[src/rtl/radix4_recon_pkg.sv]
// Shared definitions for the radix-4 dividend reconstructor.
//   state_t       : FSM state encoding (IDLE/CALC/ADD_R/DONE)
//   DEFAULT_WIDTH : default operand width (must be even)
//   DIGIT_W       : bits per radix-4 quotient digit
package radix4_recon_pkg;

  localparam int unsigned DEFAULT_WIDTH = 8;
  localparam int unsigned DIGIT_W       = 2;

  typedef enum logic [1:0] {
    IDLE  = 2'b00,
    CALC  = 2'b01,
    ADD_R = 2'b10,
    DONE  = 2'b11
  } state_t;

endpackage

[src/rtl/radix4_digit_mult.sv]
// Radix-4 digit multiple: qd = q * d for a 2-bit digit q, built from the
// 0 / D / 2D / 3D selection so no general multiplier is needed.
//   d  : WIDTH-bit multiplicand
//   q  : radix-4 digit (0..3)
//   qd : WIDTH+2-bit product
module radix4_digit_mult
  import radix4_recon_pkg::*;
#(
  parameter int unsigned WIDTH = DEFAULT_WIDTH
) (
  input  logic [WIDTH-1:0]   d,
  input  logic [DIGIT_W-1:0] q,
  output logic [WIDTH+1:0]   qd
);

  always_comb begin
    qd = '0;
    case (q)
      2'd0:    qd = '0;
      2'd1:    qd = {2'b00, d};
      2'd2:    qd = {1'b0, d, 1'b0};
      2'd3:    qd = {1'b0, d, 1'b0} + {2'b00, d};
      default: qd = '0;
    endcase
  end

endmodule

[src/rtl/radix4_recon.sv]
// Sequential radix-4 dividend reconstructor: N_out = Q*D + R.
// One quotient digit (2 bits) is consumed per cycle, MSB first, with
// acc <= 4*acc + digit*D; the remainder is added in a final cycle.
//   clk, resetn : clock, synchronous active-low reset
//   start       : request, sampled only in IDLE
//   Q, D, R     : quotient, divisor, remainder (captured on acceptance)
//   busy        : high in CALC and ADD_R
//   done        : one-cycle result-valid pulse
//   N_out       : reconstructed dividend, held until the next result
//   fits        : N_out < 2^WIDTH
//   rem_ok      : R < D (unsigned)
module radix4_recon
  import radix4_recon_pkg::*;
#(
  parameter int unsigned WIDTH = DEFAULT_WIDTH
) (
  input  logic                 clk,
  input  logic                 resetn,
  input  logic                 start,
  input  logic [WIDTH-1:0]     Q,
  input  logic [WIDTH-1:0]     D,
  input  logic [WIDTH-1:0]     R,
  output logic                 busy,
  output logic                 done,
  output logic [2*WIDTH-1:0]   N_out,
  output logic                 fits,
  output logic                 rem_ok
);

  localparam int unsigned     STEPS    = WIDTH / DIGIT_W;
  localparam int unsigned     CNT_W    = (STEPS > 1) ? $clog2(STEPS) : 1;
  localparam logic [CNT_W-1:0] CNT_LAST = CNT_W'(STEPS - 1);

  state_t             state, state_nx;
  logic [WIDTH-1:0]   q_sh;
  logic [WIDTH-1:0]   d_r;
  logic [WIDTH-1:0]   r_r;
  logic [2*WIDTH-1:0] acc;
  logic [2*WIDTH-1:0] sum;
  logic [CNT_W-1:0]   cnt;
  logic [WIDTH+1:0]   qd;

  // The latched quotient is shifted left each CALC cycle so the current
  // digit is always the top two bits; this selects the same digit as
  // indexing Q[2*cnt+1:2*cnt] with a down-counting cnt.
  radix4_digit_mult #(.WIDTH(WIDTH)) u_digit_mult (
    .d  (d_r),
    .q  (q_sh[WIDTH-1 -: DIGIT_W]),
    .qd (qd)
  );

  assign sum  = acc + (2*WIDTH)'(r_r);
  assign busy = (state == CALC) || (state == ADD_R);
  assign done = (state == DONE);

  always_ff @(posedge clk) begin
    if (!resetn) state <= IDLE;
    else         state <= state_nx;
  end

  always_comb begin
    state_nx = state;
    case (state)
      IDLE:    if (start) state_nx = CALC;
      CALC:    if (cnt == '0) state_nx = ADD_R;
      ADD_R:   state_nx = DONE;
      DONE:    state_nx = IDLE;
      default: state_nx = IDLE;
    endcase
  end

  always_ff @(posedge clk) begin
    if (!resetn) begin
      q_sh   <= '0;
      d_r    <= '0;
      r_r    <= '0;
      acc    <= '0;
      cnt    <= '0;
      N_out  <= '0;
      fits   <= 1'b0;
      rem_ok <= 1'b0;
    end else begin
      case (state)
        IDLE: begin
          if (start) begin
            q_sh <= Q;
            d_r  <= D;
            r_r  <= R;
            acc  <= '0;
            cnt  <= CNT_LAST;
          end
        end
        CALC: begin
          acc  <= (acc << DIGIT_W) + (2*WIDTH)'(qd);
          q_sh <= q_sh << DIGIT_W;
          if (cnt != '0) cnt <= cnt - 1'b1;
        end
        ADD_R: begin
          N_out  <= sum;
          fits   <= (sum[2*WIDTH-1:WIDTH] == '0);
          rem_ok <= (r_r < d_r);
        end
        default: ;
      endcase
    end
  end

endmodule

[config.mk]
export PLATFORM = sky130hd
export DESIGN_NAME = radix4_recon
export DESIGN_NICKNAME = d
export VERILOG_FILES = /design/src/rtl/radix4_recon_pkg.sv /design/src/rtl/radix4_digit_mult.sv /design/src/rtl/radix4_recon.sv
export SDC_FILE = /design/constraint.sdc
export NUM_CORES = 1
export LEC_CHECK = 0
export CAP_MARGIN = 20
export CORE_MARGIN = 2
export CORE_UTILIZATION = 61
export CTS_CLUSTER_DIAMETER = 60
export CTS_CLUSTER_SIZE = 40
export DETAILED_ROUTE_END_ITERATION = 8
export GPL_TIMING_DRIVEN = 0
export PLACE_DENSITY = 0.95
export SLEW_MARGIN = 20
export SYNTH_ARGS = -nofsm -noshare
export SYNTH_HDL_FRONTEND = slang
export SYNTH_SLANG_ARGS = --single-unit
[constraint.sdc]
create_clock -name clk -period 6.45 [get_ports clk]
set_clock_uncertainty 0.2 [all_clocks]
set_input_delay 0.645 -clock clk [delete_from_list [all_inputs] [get_ports clk]]
set_output_delay 0.645 -clock clk [all_outputs]
set_load 0.02 [all_outputs]
==> impl_metrics.tcl <==
set metrics [dict create \
    dr_wl_met2_mm 4.73 \
    ys_seq_area_share_pct 31.2 \
    post-route-util_pct 74.9 \
    grt-ovfl-total 0 \
    grt_max_degree 11 \
    most-common-layout-cells "75 x nand2_1, 62 x dfxtp_1, 46 x clkdlybuf4s50_1, 38 x ha_1, 23 x o21ai_0" \
    arrival_ns 3.94 \
    stdcell_count 605 \
    pwr-share-seq_pct 34.8 \
    diodes 0 \
    io_buffer_count 46 \
    tns_ns 0 \
    cts_root_buf "clkbuf_8" \
    grt_pass1_vias 3556 \
    crit_required_ns 6.49 \
    r2r_end "acc[15]" \
    ff2ff_path_depth 15 \
    area_delta_synth_final_pct 18.7 \
    p_clk_share_pct 23.0 \
    htree_levels 3 \
    gp_congestion 0.887 \
    wl_per_cell_um 16.4 \
    first_iter_violations 263 \
    ys.flop_type "dfxtp_1" \
    dp_slack_ns 2.60 \
    rr_startpoint "d_r[1]" \
    hold_viol_final 0 \
    avgSynthCellArea_um2 8.52 \
    drc 0 \
    layout_commonest_cell "nand2_1" \
    grt_pass1_wl_mm 16.5 \
    clock_sinks 62 \
    post-route-period-util_pct 60.5 \
    endpoint "acc[15]" \
    synthDistinctLibCells 56 \
    die_x_um 84.8 \
    layout-drive-gt1-share_pct 4.73 \
    power_density_mw_per_mm2 316 \
    syn-instance-count 467 \
    end_kind "flop" \
    drt-total-wl_mm 9.90 \
    hold_class "reg -> reg" \
    dp.cells 590 \
    met1_length_mm 4.09 \
    ir_drop_mv 0.214 \
    reg2reg_slack_ns 2.55 \
    report.final.slew_viol_count 0 \
    core-area_mm2 0.00631 \
    async_flop_share_pct 0 \
    num-fill-cells 457 \
    start_util_pct 63.0 \
    cts.repair.resized 0 \
    critPathKind "reg -> reg" \
    viasPerCell 6.05 \
    finalWorstPathRequiredPeriod_ns 3.90 \
    antenna_found_initial 0 \
    clk_path_buf_depth 2 \
    ant_nets 0 \
    clk_pin_slew_worst_paths_ns 0.07 \
    synth_edf_count 0 \
    clk_latency_ns 0.36 \
    power_leakage_nw 1.98 \
    io_pins 47 \
    p_int_mw 0.899 \
    comb_power_share_pct 42.2 \
    fin_ws_ns 2.55 \
    drv_cap 0 \
    grt_usage_pct 28.9 \
    die_h_um 84.8 \
    final_nets 592 \
    dpl_cell_area_mm2 0.00454 \
    drt_pass1_iterations 5 \
    final_area_mm2 0.00473 \
    finalSetupViolations 0 \
    hold_buffers 0 \
    rsz0062_at_grt "false" \
    max_slew_margin_pct 54.3 \
    num_rows 29 \
    cp-startpoint "d_r[1]" \
    start_kind "flop" \
    tightest_slew_ns 0.686 \
    wl_met3_um 741 \
    switchingPower_mw 0.595 \
    status "finished clean" \
    cts_tree "built" \
    vias 3661 \
    top_layer_used "met4" \
    die_area_mm2 0.00719 \
    syn_nets 535 \
    ys_seq_elements 62 \
    synthesis.area_mm2 0.00398 \
    cts_buffers 9 \
    post_cts.repair.setup_buffers 0 \
    dp_hpwl_mm 7.27 \
    cp_max_fo 6 \
    ys_warn_count 0 \
    fmax_mhz 256 \
    switching_share_pct 39.8 \
]
==> state kept, by name, summed over array words and instances, names as in the netlist <==
register	flops
N_out	16
acc	16
cnt	2
d_r	8
fits	1
q_sh	8
r_r	8
rem_ok	1
state	2
==> power by group through the flow <==
stage	clock (mW)	sequential [mW]	combinational (mW)
3_5_place_dp	0	0.526	0.620
5_1_grt	0.362	0.527	0.691
6_report	0.344	0.520	0.630
4_1_cts	0.343	0.518	0.624
2_1_floorplan	0	0.531	0.417
3_3_place_gp	0	0.520	0.589
==> layout make-up <==
| class | count | area [um2] | share of cell area (%) |
|---|---|---|---|
| multi-input cells | 362 | 2570 | 54.5 |
| flip-flops and latches | 62 | 1240 | 26.3 |
| repair buffers | 46 | 460 | 9.74 |
| clock buffers | 11 | 141 | 2.99 |
| well taps | 77 | 96.3 | 2.04 |
| inverters | 22 | 82.6 | 1.75 |
| plain buffers | 21 | 81.3 | 1.72 |
| clock inverters | 4 | 47.5 | 1.01 |
==> cells by family (layout without fill, tap and decap cells) <==
kind of cell | after synthesis | in the layout | synth area share, %
and+or+nand+nor | 150 | 150 | 17.5
AOI/OAI and AO/OA | 126 | 126 | 23.3
DFF | 62 | 62 | 31.2
buffers and inverters | 43 | 104 | 4.12
adders and majority gates | 41 | 41 | 13.5
xor gates and xnor gates | 27 | 27 | 5.94
muxes | 18 | 18 | 4.53
==> cell usage after synthesis (all sizes together) (3+ instances only) <==
cell type / instances / area, um2
and2: 3 / 18.8
o21ai: 30 / 150
nor2: 22 / 85.1
inv: 22 / 82.6
nand2: 75 / 282
a21boi: 5 / 37.5
o211a: 14 / 140
ha: 38 / 475
a21o: 14 / 105
a211oi: 4 / 35.0
nand3: 9 / 45.0
fa: 3 / 60.1
o21bai: 3 / 22.5
a31oi: 3 / 33.8
mux2i: 18 / 180
or3: 4 / 25.0
o21a: 7 / 52.6
nand2b: 4 / 25.0
xor2: 7 / 61.3
buf: 4 / 17.5
dfxtp: 62 / 1240
a21oi: 24 / 128
clkbuf: 17 / 63.8
nor2b: 17 / 106
a22oi: 7 / 52.6
nor3: 5 / 25.0
xnor2: 20 / 175
==> stage by stage <==
stage                     hold slack (ns)  total power, mW
after global placement              0.261             1.11
after detailed placement            0.271             1.15
after floorplan                     0.249            0.948
after global routing                0.300             1.58
final                               0.285             1.49
after CTS                           0.287             1.49
==> critical path: stages, from the launching register on <==
cell     delay [ns]
dfxtp_1        0.43
ha_1           0.27
a21o_1         0.19
a21oi_2        0.17
nor2b_1        0.06
o21a_1         0.19
o21a_1         0.20
or4_1          0.47
nand3_1        0.13
ha_1           0.29
a21o_1         0.22
o32a_1         0.32
a31oi_1        0.31
nor2_1         0.12
xnor2_1        0.14
o21ai_0        0.08
==> worst min path at each step <==
stage	slack (ns)	cells past startpoint	from	end
after floorplan	0.25	2	r_r[0]	r_r[0]
after global placement	0.26	1	N_out[10]	N_out[10]
after detailed placement	0.27	1	N_out[12]	N_out[12]
after CTS	0.29	1	N_out[12]	N_out[12]
after global routing	0.30	1	N_out[14]	N_out[14]
final	0.29	1	N_out[12]	N_out[12]
==> per-layer routing <==
metal	up-vias	global-route usage, %
met5	-	0
met4	0	13.0
met3	34	7.96
met2	171	49.0
met1	1698	33.9
li1	1758	-
Power figures use the tool's default switching activity.
